===== src/rtl/keypad_scanner.sv =====
// keypad_scanner
//   Scans a 4x4 matrix keypad one column at a time and debounces the result
//   over whole scans. It reports one stable key as a one-hot row/col pair.
//   Scans that see no key, or more than one key, report "no key". This also
//   rejects ghost keys.
// Ports
//   clk          system clock
//   rst          synchronous reset, active-high
//   row_in[3:0]  raw keypad rows (async, active-high)
//   col_drive    one-hot column drive
//   row, col     debounced one-hot key position, 0 = no key
//   key_press    1-cycle pulse when row/col take a new nonzero key
//   key_release  1-cycle pulse when row/col return to 0
module keypad_scanner #(
   parameter int SCAN_DIV = 1000,
   parameter int DEBOUNCE = 4
) (
   input  logic       clk,
   input  logic       rst,
   input  logic [3:0] row_in,
   output logic [3:0] col_drive,
   output logic [3:0] row,
   output logic [3:0] col,
   output logic       key_press,
   output logic       key_release
);
   localparam int DW = (SCAN_DIV > 1) ? $clog2(SCAN_DIV) : 1;
   localparam int CW = (DEBOUNCE > 1) ? $clog2(DEBOUNCE + 1) : 1;
   localparam logic [DW-1:0] DWELL_MAX = DW'(SCAN_DIV - 1);
   localparam logic [CW-1:0] CNT_MAX   = CW'(DEBOUNCE);

   logic [3:0]    s1, row_s;
   logic [1:0]    idx;
   logic [DW-1:0] dwell;
   logic [2:0]    hits;        // saturates at 2: only 0 / 1 / many matter
   logic [3:0]    acc_row, acc_col;
   logic [7:0]    cand;
   logic [CW-1:0] cnt;

   logic          samp, eval, upd;
   logic [2:0]    nbits, hits_nx;
   logic [3:0]    hits_sum;
   logic [3:0]    acc_row_nx, acc_col_nx;
   logic [7:0]    result, cand_nx;
   logic [CW-1:0] cnt_nx;

   // Sample at the end of the dwell so the row lines have settled and
   // passed through the synchroniser.
   assign samp      = (dwell == DWELL_MAX);
   assign eval      = samp && (idx == 2'd3);
   assign col_drive = 4'b0001 << idx;

   always_comb begin
      nbits    = 3'(row_s[0]) + 3'(row_s[1]) + 3'(row_s[2]) + 3'(row_s[3]);
      hits_sum = {1'b0, hits} + {1'b0, nbits};
      hits_nx  = (hits_sum >= 4'd2) ? 3'd2 : hits_sum[2:0];
      // Only the first single-bit sample in a clean scan is kept. If the
      // scan later sees more hits, the result is discarded anyway.
      if (hits == 3'd0 && nbits == 3'd1) begin
         acc_row_nx = row_s;
         acc_col_nx = col_drive;
      end else begin
         acc_row_nx = acc_row;
         acc_col_nx = acc_col;
      end
      result = (hits_nx == 3'd1) ? {acc_row_nx, acc_col_nx} : 8'h00;
      if (result == cand) begin
         cand_nx = cand;
         cnt_nx  = (cnt == CNT_MAX) ? cnt : cnt + CW'(1);
      end else begin
         cand_nx = result;
         cnt_nx  = CW'(1);
      end
   end

   // A candidate that has been stable long enough and differs from the
   // current output is published on the following edge.
   assign upd = (cnt == CNT_MAX) && (cand != {row, col});

   always_ff @(posedge clk) begin
      if (rst) begin
         s1    <= '0;
         row_s <= '0;
      end else begin
         s1    <= row_in;
         row_s <= s1;
      end
   end

   always_ff @(posedge clk) begin
      if (rst) begin
         idx     <= '0;
         dwell   <= '0;
         hits    <= '0;
         acc_row <= '0;
         acc_col <= '0;
         cand    <= '0;
         cnt     <= '0;
      end else if (samp) begin
         dwell <= '0;
         idx   <= idx + 2'd1;
         if (eval) begin
            hits    <= '0;
            acc_row <= '0;
            acc_col <= '0;
            cand    <= cand_nx;
            cnt     <= cnt_nx;
         end else begin
            hits    <= hits_nx;
            acc_row <= acc_row_nx;
            acc_col <= acc_col_nx;
         end
      end else begin
         dwell <= dwell + DW'(1);
      end
   end

   always_ff @(posedge clk) begin
      if (rst) begin
         row         <= '0;
         col         <= '0;
         key_press   <= 1'b0;
         key_release <= 1'b0;
      end else begin
         key_press   <= upd && (cand != 8'h00);
         key_release <= upd && (cand == 8'h00);
         if (upd) {row, col} <= cand;
      end
   end
endmodule


===== config.mk =====
export PLATFORM = sky130hd
export DESIGN_NAME = keypad_scanner
export DESIGN_NICKNAME = d
export VERILOG_FILES = /design/src/rtl/keypad_scanner.sv
export SDC_FILE = /design/constraint.sdc
export NUM_CORES = 1
export LEC_CHECK = 0
export ABC_CLOCK_PERIOD_IN_PS = 5300
export CAP_MARGIN = 5
export CORE_UTILIZATION = 55
export CTS_BUF_LIST = sky130_fd_sc_hd__clkbuf_4 sky130_fd_sc_hd__clkbuf_8 sky130_fd_sc_hd__clkbuf_16
export CTS_CLUSTER_DIAMETER = 50
export DETAILED_ROUTE_END_ITERATION = 10
export GPL_TIMING_DRIVEN = 1
export PLACE_DENSITY = 0.71
export SLEW_MARGIN = 15
export SYNTH_ARGS = -nofsm -noshare
export SYNTH_HDL_FRONTEND = slang
export SYNTH_SLANG_ARGS = --single-unit

===== constraint.sdc =====
create_clock -name clk -period 5.3 [get_ports clk]
set_clock_uncertainty 0.15 [all_clocks]
set_input_delay 1.325 -clock clk [delete_from_list [all_inputs] [get_ports clk]]
set_output_delay 1.325 -clock clk [all_outputs]
set_load 0.05 [all_outputs]

Word level (Yosys, flattened, before mapping). Cells that the tools add are included. W data, S select, Z words.

Bits in registers: 52. Word-level logic and storage cells: 51. Output and inout bits: 14. Bits of input ports: 6.

Bitwise operators: 1. Reductions and logical operators: 11. Magnitude comparators: 1. Shift-type cells: 1. Multiplexer cells: 9. Equal/unequal tests: 8. Add/sub/neg operators: 7.

Operator list (count): $mux W4 (4); $mux W3 (4); $add A10 B1 Y10 const B (1); $eq A10 B10 Y1 const B (1); $eq A8 B8 Y1 (1); $logic_not A8 Y1 (1); $mux W8 (1); $ne A8 B8 Y1 (1); $reduce_bool A8 Y1 (1); $eq A3 B1 Y1 const B (2); $reduce_and A3 Y1 (2); $logic_and A1 B1 Y1 (5); $add A3 B3 Y4 (1); $ge A4 B2 Y1 const B (1); $shl A1 B2 Y4 const A (1); $add A2 B1 Y3 (1); $add A3 B1 Y3 (1); $add A3 B1 Y3 const B (1); $eq A3 B3 Y1 const B (1); $logic_not A3 Y1 (1); $add A1 B1 Y2 (1); $add A2 B1 Y2 const B (1); $eq A2 B2 Y1 const B (1); $ne A2 B2 Y1 const B (1); other kinds (2) (2).

Logic depth before layout (Yosys ltp). Gate-level depths: netlist of the first run.

Word-level depth: 11. Gate-level depth with buffers: 13. Depth with buffers taken out: 12.

Least setup slack after synthesis of the first run. OpenSTA, ideal clock, no wires.

Path kind: register to register. Start: register row_s[3]. End: register cand[0]. Stages on the path, launching flop included: 14. Data arrival time: 3499 ps. Setup time: 72 ps. Path slack: 1579 ps. Path through: dfxtp_1 -> fa_1 -> ha_1 -> ha_1 -> inv_1 -> fa_1 -> nor3b_1 -> a21oi_1 -> or4_1 -> a211oi_1 -> a31oi_2 -> o211ai_2 -> buf_6 -> mux2i_1.

Word-level cells in the longest chain between the ends: 9. Elaborated cells between the ends (all ways): 13. Those cells by class: add/sub: 2; order compare: 1; eq/ne: 3; mux: 4; bitwise: 1; reduce/logical: 2.

Ends and longest elaborated chain: start, declared (line 32) `logic [3:0] s1, row_s;`; start signal, assigned (line 83) `row_s <= '0;`; start signal, assigned (line 86) `row_s <= s1;`; $add A3 B1 Y3 (line 54) `nbits = 3'(row_s[0]) + 3'(row_s[1]) + 3'(row_s[2]) + 3'(row_s[3]);`; $add A3 B3 Y4 (line 55) `hits_sum = {1'b0, hits} + {1'b0, nbits};`; $ge A4 B2 Y1 (line 56) `hits_nx = (hits_sum >= 4'd2) ? 3'd2 : hits_sum[2:0];`; $mux W3 (line 56); $eq A3 B1 Y1 (line 66) `result = (hits_nx == 3'd1) ? {acc_row_nx, acc_col_nx} : 8'h00;`; $mux W8 (*) (line 66); $eq A8 B8 Y1 (line 67) `if (result == cand) begin`; $not A1 Y1 (no line); $reduce_and A3 Y1 (no line); end signal, assigned (line 106) `cand <= cand_nx;`; end, declared (line 37) `logic [7:0] cand;`.

Every way passes the cells marked *; elsewhere a longest branch is shown, timed or not. A chain may end at the register's enable or synchronous reset.

Final worst setup path of the first run.
Start: register row_s[3]. End: register cnt[0].

Word-level cells in the longest chain between the ends: 9. Elaborated cells between the ends (all ways): 14. Those cells by class: add/sub: 2; order compare: 1; eq/ne: 4; mux: 5; reduce/logical: 2.

Ends and longest elaborated chain: $add A3 B1 Y3 (line 54); $add A3 B3 Y4 (line 55); $ge A4 B2 Y1 (line 56); $mux W3 (line 56); $eq A3 B1 Y1 (line 66); $mux W8 (*) (line 66); $eq A8 B8 Y1 (*) (line 67); $ne A2 B2 Y1 (no line); $reduce_and A3 Y1 (no line); end signal, assigned (line 107) `cnt <= cnt_nx;`; end, declared (line 38) `logic [CW-1:0] cnt;`.

Marks and branches as above.

==> metrics.txt, run 1 <==
Yosys Warn Count 0; vias per cell 5.74; total gr overflow 0; dominant cell type by area after synthesis dfxtp_1; wire length of the first global-routing pass 9.87 mm; hold depth 1; commonest cells after routing, fill and taps aside dfxtp_1 (52), nand2_1 (34), nor2_1 (32); switch share 27.3%; Clock Sink Count 52; Final nets 352; RSZ-0062 raised after global routing false; drt pass-1 iters 4; sequential cell area 1040 µm²; Max clock buf depth 2; DP Cell Count 392; Hold Startpoint s1[3]; Rows 25; Critical R2R Capture cnt[0]; critical path endpoint category flip-flop; cell area after layout 3100 µm²; clock share of power 33.9%; Post-DP Area 3000 µm²; Residual DRC 0; CTS tree yes; internal power 517 µW; Worst path slowest cell o211ai_2; DR vias 2295; share of the synthesized area in the top cell type 37.5%; status complete, no violations; 1st-iter DRT viols 135; Num CTS Buffers 5; sequential share of power 56.0%; Net Switching 194 µW; Fin Hold WS 0.297 ns; IO Pins 20; RePlAce Congestion 0.941; worst-case reg-to-reg path depth 12; critical path fanouts, max 11; Final Max Slew Viols 0; CTS root buffer clkbuf_8; Setup TNS Final 0 ns; r2r startpoint row_s[3]; Synth-to-Final Area Change 11.6%; combinational cell fraction of total power 10.1%; HPWL after detailed placement 4.32 mm; hold path endpoint row_s[3]; r2r setup slk 0.89 ns; Leakage 1.17 nW; routed len/inst 14.8 µm; syn nets 339; Global Route Usage Sum 24.2%; vias in the first global route 2026; largest net degree at the start of global routing 19; Core Box Area 4790 µm²; synthesized area per cell 8.70 µm²; final setup vio count 0; fin crit share 83.3%; full die area 5330 µm²; crit-path leading delay family compound AO/OA/AOI/OAI gates; Max-slew headroom 25.2%; critical path arrival 4.53 ns; Setup crit start kind flip-flop; Fmax 227 MHz; Total Wirelength 5.94 mm; Fillers 428; hold buffers post-CTS 0; clock slew at reported path FFs 0.10 ns; Crit path largest cell delay 0.59 ns; commonest non-fill, non-tap cell in the layout dfxtp_1; initial antenna violation count 0; share of cells above drive strength 1 6.01%; Slew @ Worst Pin 1.12 ns; Netlist Area Pre-Place 2770 µm²; area occupied by multi-input gates 1630 µm²; # diodes 0; kind of critical path flip-flop to flip-flop; worst-path cell chain fa_1 -> ha_1 -> ha_1 -> inv_1 -> fa_1 -> nor3b_1 -> a21oi_1 -> or4_1 -> a211oi_1 -> a31oi_2 -> o211ai_2 -> o221a_2; H-tree depth 2; Post-Syn Instances 319; PwrDens 230 nW/µm²; synth top area cells dfxtp_1 (38%), mux2i_1 (7.2%), ha_1 (5.4%); Peak supply drop 0.154 mV; DRT antenna net count 0; starting density of the core 58.0%; Critical Path RT 5.41 ns; Chip Height 73.0 µm; fin util 64.7%; Post CTS Setup Buffer Count 0; WP buf/inv 1; FF+latch count, synth 52; number of max-cap violations 0; library cells used by synthesis 48; post-CTS sizing 0; final hold viol count 0; HP Class flip-flop to flip-flop; post-route insts no fill 400; Seq/Total Area, Yosys 37.5%; Die X 73.0 µm; Worst-Skew Late Latency 0.31 ns; number of port buffers 19; fin crit period 4.41 ns
worst max path at each step:
stage | startpoint | end | slack, ns | depth (start not counted)
final | row_s[3] | cnt[0] | 0.89 | 12
after global routing | row_s[3] | cnt[0] | 0.63 | 12
after CTS | row_s[3] | cnt[0] | 0.88 | 12
after detailed placement | row_s[3] | cnt[0] | 0.91 | 12
after global placement | row_s[3] | cnt[0] | 1.06 | 12
after floorplan | row_s[3] | cand[0] | 1.58 | 13
per-layer routing:
| metal | up-vias | global-route usage, % | part of all wire [%] |
|---|---|---|---|
| li1 | 1147 | - | - |
| met1 | 1077 | 33.6 | 49 |
| met2 | 58 | 37.1 | 45 |
| met3 | 13 | 4.42 | 3.9 |
| met4 | 0 | 9.37 | 1.8 |
| met5 | - | 0 | 0 |
through the flow:
step | total power, mW | setup slack [ns]
after floorplan | 0.460 | 1.58
after global placement | 0.478 | 1.06
after detailed placement | 0.478 | 0.914
after CTS | 0.716 | 0.880
after global routing | 0.743 | 0.635
final | 0.711 | 0.886
state kept, by name, summed over array words and instances (netlist names), 3 cells and up:
name and cells:
dwell 10, cand 8, acc_col 4, acc_row 4, col 4, row 4
row_s 4, s1 4, cnt 3, hits 3
worst register-to-register path, cell delays in order (launching register included):
cell and delay [ns]:
dfxtp_1 0.45, fa_1 0.45, ha_1 0.19, ha_1 0.33, inv_1 0.07, fa_1 0.40
nor3b_1 0.20, a21oi_1 0.24, or4_1 0.57, a211oi_1 0.30, a31oi_2 0.10, o211ai_2 0.59
o221a_2 0.31
cell usage after synthesis, drive strengths merged:
master and instances:
xnor2 8, xor2 15, fa 2, ha 12, dfxtp 52, nor2b 13, clkbuf 11, o221a 1
and3 3, nand4 4, nor3 4, a21o 1, nand2 34, a22oi 3, a211oi 7, nand3 15
nor3b 2, mux2i 20, or4 5, and2 4, a31oi 2, o211ai 1, inv 9, a2111oi 1
o31ai 1, a21oi 7, a22o 3, or3 3, o22ai 2, nand2b 3, nand4b 4, nor2 33
nand3b 1, or2 2, buf 5, nor4 7, o2bb2ai 1, nor4b 2, and4b 2, o21ai 13
o2111ai 1
area by class of cell:
class | instances | area share (%)
flip-flops and latches | 52 | 33.6
clock buffers | 5 | 2.22
well taps | 67 | 2.71
inverters | 9 | 1.09
multi-input cells | 242 | 52.6
clock inverters | 3 | 0.889
repair buffers | 22 | 6.87
power by group through the flow:
| stage | Clock [mW] | Sequential (mW) | Combinational [mW] |
|---|---|---|---|
| floorplan | 0 | 0.407 | 0.0529 |
| global placement | 0 | 0.407 | 0.0705 |
| detailed placement | 0 | 0.408 | 0.0704 |
| CTS | 0.246 | 0.399 | 0.0711 |
| global route | 0.264 | 0.400 | 0.0788 |
| finish | 0.241 | 0.399 | 0.0718 |
cell families (layout without fill, tap and decap cells):
group / Yosys count / after routing / share of synthesized area, %
AO/OA/AOI/OAI: 44 / 44 / 10.9
XOR/XNOR: 23 / 23 / 7.26
adder cells (fa/ha/maj): 14 / 14 / 6.86
buffers and inverters: 25 / 39 / 3.74
flip-flops: 52 / 52 / 37.5
multiplexers: 20 / 20 / 7.22
AND/OR/NAND/NOR: 141 / 141 / 26.5
No activity file was read; power rests on OpenSTA's default activity.
==> run 2, diff against run 1 <==
ABC_CLOCK_PERIOD_IN_PS = 3700   (was 5300)
CORE_UTILIZATION = 53   (was 55)
PLACE_DENSITY = 0.72   (was 0.71)
clock period = 3.7 ns   (was 5.3 ns; I/O delays follow)
==> run 2 against run 1 <==
Utilization grew 4.2 points. Power grew 55%. Routed wire length grew 11%. Cell count grew 5.3%. Non-clock buffer count grew 21. Critical path depth is the same. Die area grew 3.7%. Largest power group unchanged. Highest routed layer unchanged.
==> metrics.txt, run 2 (synthesis gave the netlist of run 1 again) <==
starting density of the core 56.8% (-1.1 points); Post-DP Area 3130 µm² (+4.3%); HPWL after detailed placement 4.82 mm (+12%); final setup vio count 0 (unchanged); DP Cell Count 408 (+4.1%); Peak supply drop 0.259 mV (+68%); Largest regs dwell (10), cand (8); Leakage 1.29 nW (+9.7%); final hold viol count 0 (unchanged); Critical Path RT 3.79 ns (-1.62 ns); Max-slew headroom 26.9% (+1.8 points); Final Max Slew Viols 0 (unchanged); initial antenna violation count 0 (unchanged); Hold Startpoint s1[2]; 1st-iter DRT viols 140 (+3.7%); worst-case reg-to-reg path depth 12 (unchanged); Fmax 271 MHz (+20%); total gr overflow 0 (unchanged); Worst path slowest cell or4_1; routed len/inst 15.7 µm (+5.5%); critical path fanouts, max 7 (-4); H-tree depth 2 (unchanged); critical path arrival 3.77 ns (-0.76 ns); WP buf/inv 2 (+1); RePlAce Congestion 0.923 (-1.9%); Fin Hold WS 0.295 ns (-0.00267 ns); status complete, no violations; area occupied by multi-input gates 1710 µm² (+5.2%); number of port buffers 19 (unchanged); Crit path largest cell delay 0.60 ns (about the same); GRT busiest layer met2; HP Class flip-flop to flip-flop; wire length of the first global-routing pass 10.7 mm (+8.3%); number of max-cap violations 0 (unchanged); full die area 5530 µm² (+3.7%); Post-Place Worst Slack -0.0672 ns (-0.981 ns); vias in the first global route 2231 (+10%); commonest non-fill, non-tap cell in the layout dfxtp_1; Total Wirelength 6.60 mm (+11%); post-route insts no fill 421 (+5.3%); PwrDens 328 nW/µm² (+43%); kind of critical path flip-flop to flip-flop; Worst-Skew Late Latency 0.30 ns (about the same); crit-path leading delay family adder cells; critical path endpoint category flip-flop; fin crit period 3.68 ns (-0.730 ns); largest net degree at the start of global routing 25 (+6); clock slew at reported path FFs 0.09 ns (about the same); cell area after layout 3360 µm² (+8.5%); Rows 25 (unchanged); cell mode on critical path ha_4; Total Power 1.10 mW (+55%); r2r startpoint row_s[0]; DR vias 2425 (+5.7%); share of cells above drive strength 1 15.5% (+9.5 points); Critical R2R Capture cand[5]; Clock Sink Count 52 (unchanged); hold path endpoint row_s[2]; Core Box Area 4880 µm² (+2.0%); vias per cell 5.76 (+0.39%); IO Pins 20 (unchanged); Global Route Usage Sum 25.7% (+1.6 points); global-route met3 utilization 6.10% (+1.7 points); CTS tree yes; Die X 74.3 µm (+1.8%); grt met1 use 32.8% (-0.79 points); Slew @ Worst Pin 1.10 ns (-0.0267 ns); Num CTS Buffers 5 (unchanged); fin crit share 99.6% (+16 points); drt pass-1 iters 4 (unchanged); Final nets 373 (+6.0%); worst-path cell chain fa_1 -> ha_4 -> ha_4 -> inv_1 -> fa_2 -> nand3b_1 -> or4_1 -> a22oi_2 -> nand3_1 -> o211ai_2 -> buf_6 -> mux2i_1; Chip Height 74.3 µm (+1.8%); worst setup margin 0.0156 ns (-0.870 ns); Fillers 422 (-1.4%); DRT antenna net count 0 (unchanged); Setup crit start kind flip-flop; Residual DRC 0 (unchanged); Largest register FFs 10 (unchanged); GR Util met2 41.0% (+3.9 points); hold depth 1 (unchanged); RSZ-0062 raised after global routing true; commonest cells after routing, fill and taps aside dfxtp_1 (50), nand2_1 (34), nor2_1 (31); r2r setup slk 0.02 ns (-0.87 ns); Top reg by flops dwell; hold buffers post-CTS 0 (unchanged); Max clock buf depth 2 (unchanged); sequential cell area 1040 µm² (+0.24%); # diodes 0 (unchanged); Synth-to-Final Area Change 21.2%; CTS root buffer clkbuf_8
==> run 2: worst max-delay path by stage <==
stage                     startpoint       to  slack (ns)  cells past startpoint
after global placement      row_s[0]  cand[0]        0.03                     13
after floorplan             row_s[3]  cand[0]        0.04                     13
after CTS                   row_s[3]   cnt[0]        0.01                     13
after global routing        row_s[0]  cand[5]       -0.09                     12
after detailed placement    row_s[0]  cand[6]       -0.07                     13
final                       row_s[0]  cand[5]        0.02                     12
==> run 2: report_power, final <==
group / switching (mW) / leakage, nW / total, mW / internal, mW
logic: 0.0810 / 0.810 / 0.145 / 0.0638
clock network: 0.186 / 0.0541 / 0.386 / 0.200
registers: 0.00447 / 0.422 / 0.571 / 0.566
total: 0.271 / 1.29 / 1.10 / 0.830
==> run 2: repair_timing <==
action | 4_1_cts | 5_1_grt
hold endpoints to repair | 0 | 0
setup buffers | 4 | 1
resized for setup | 12 | 6
pin swaps | 10 | 8
endpoints found under the setup margin | 7 | 11
==> run 2: area by class of cell <==
cell class / count / area share [%]
inverter: 9 / 1.01
multi-input combinational: 242 / 51.0
sequential: 52 / 31.0
tap: 67 / 2.49
timing repair buffer: 43 / 11.1
clock buffer: 5 / 2.05
clock inverter: 3 / 1.27
==> run 2: routing by layer <==
layer	share of wire, %	up-vias
li1	-	1184
met2	45	64
met1	46	1158
met5	0	-
met4	3.5	0
met3	5.0	19
==> run 2: stage by stage <==
| stage | util [%] | setup TNS, ns |
|---|---|---|
| after global routing | 68.9 | -0.487 |
| after CTS | 68.1 | 0 |
| after global placement | 64.1 | 0 |
| final | 68.9 | 0 |
| after floorplan | - | 0 |
| after detailed placement | 64.1 | -0.328 |
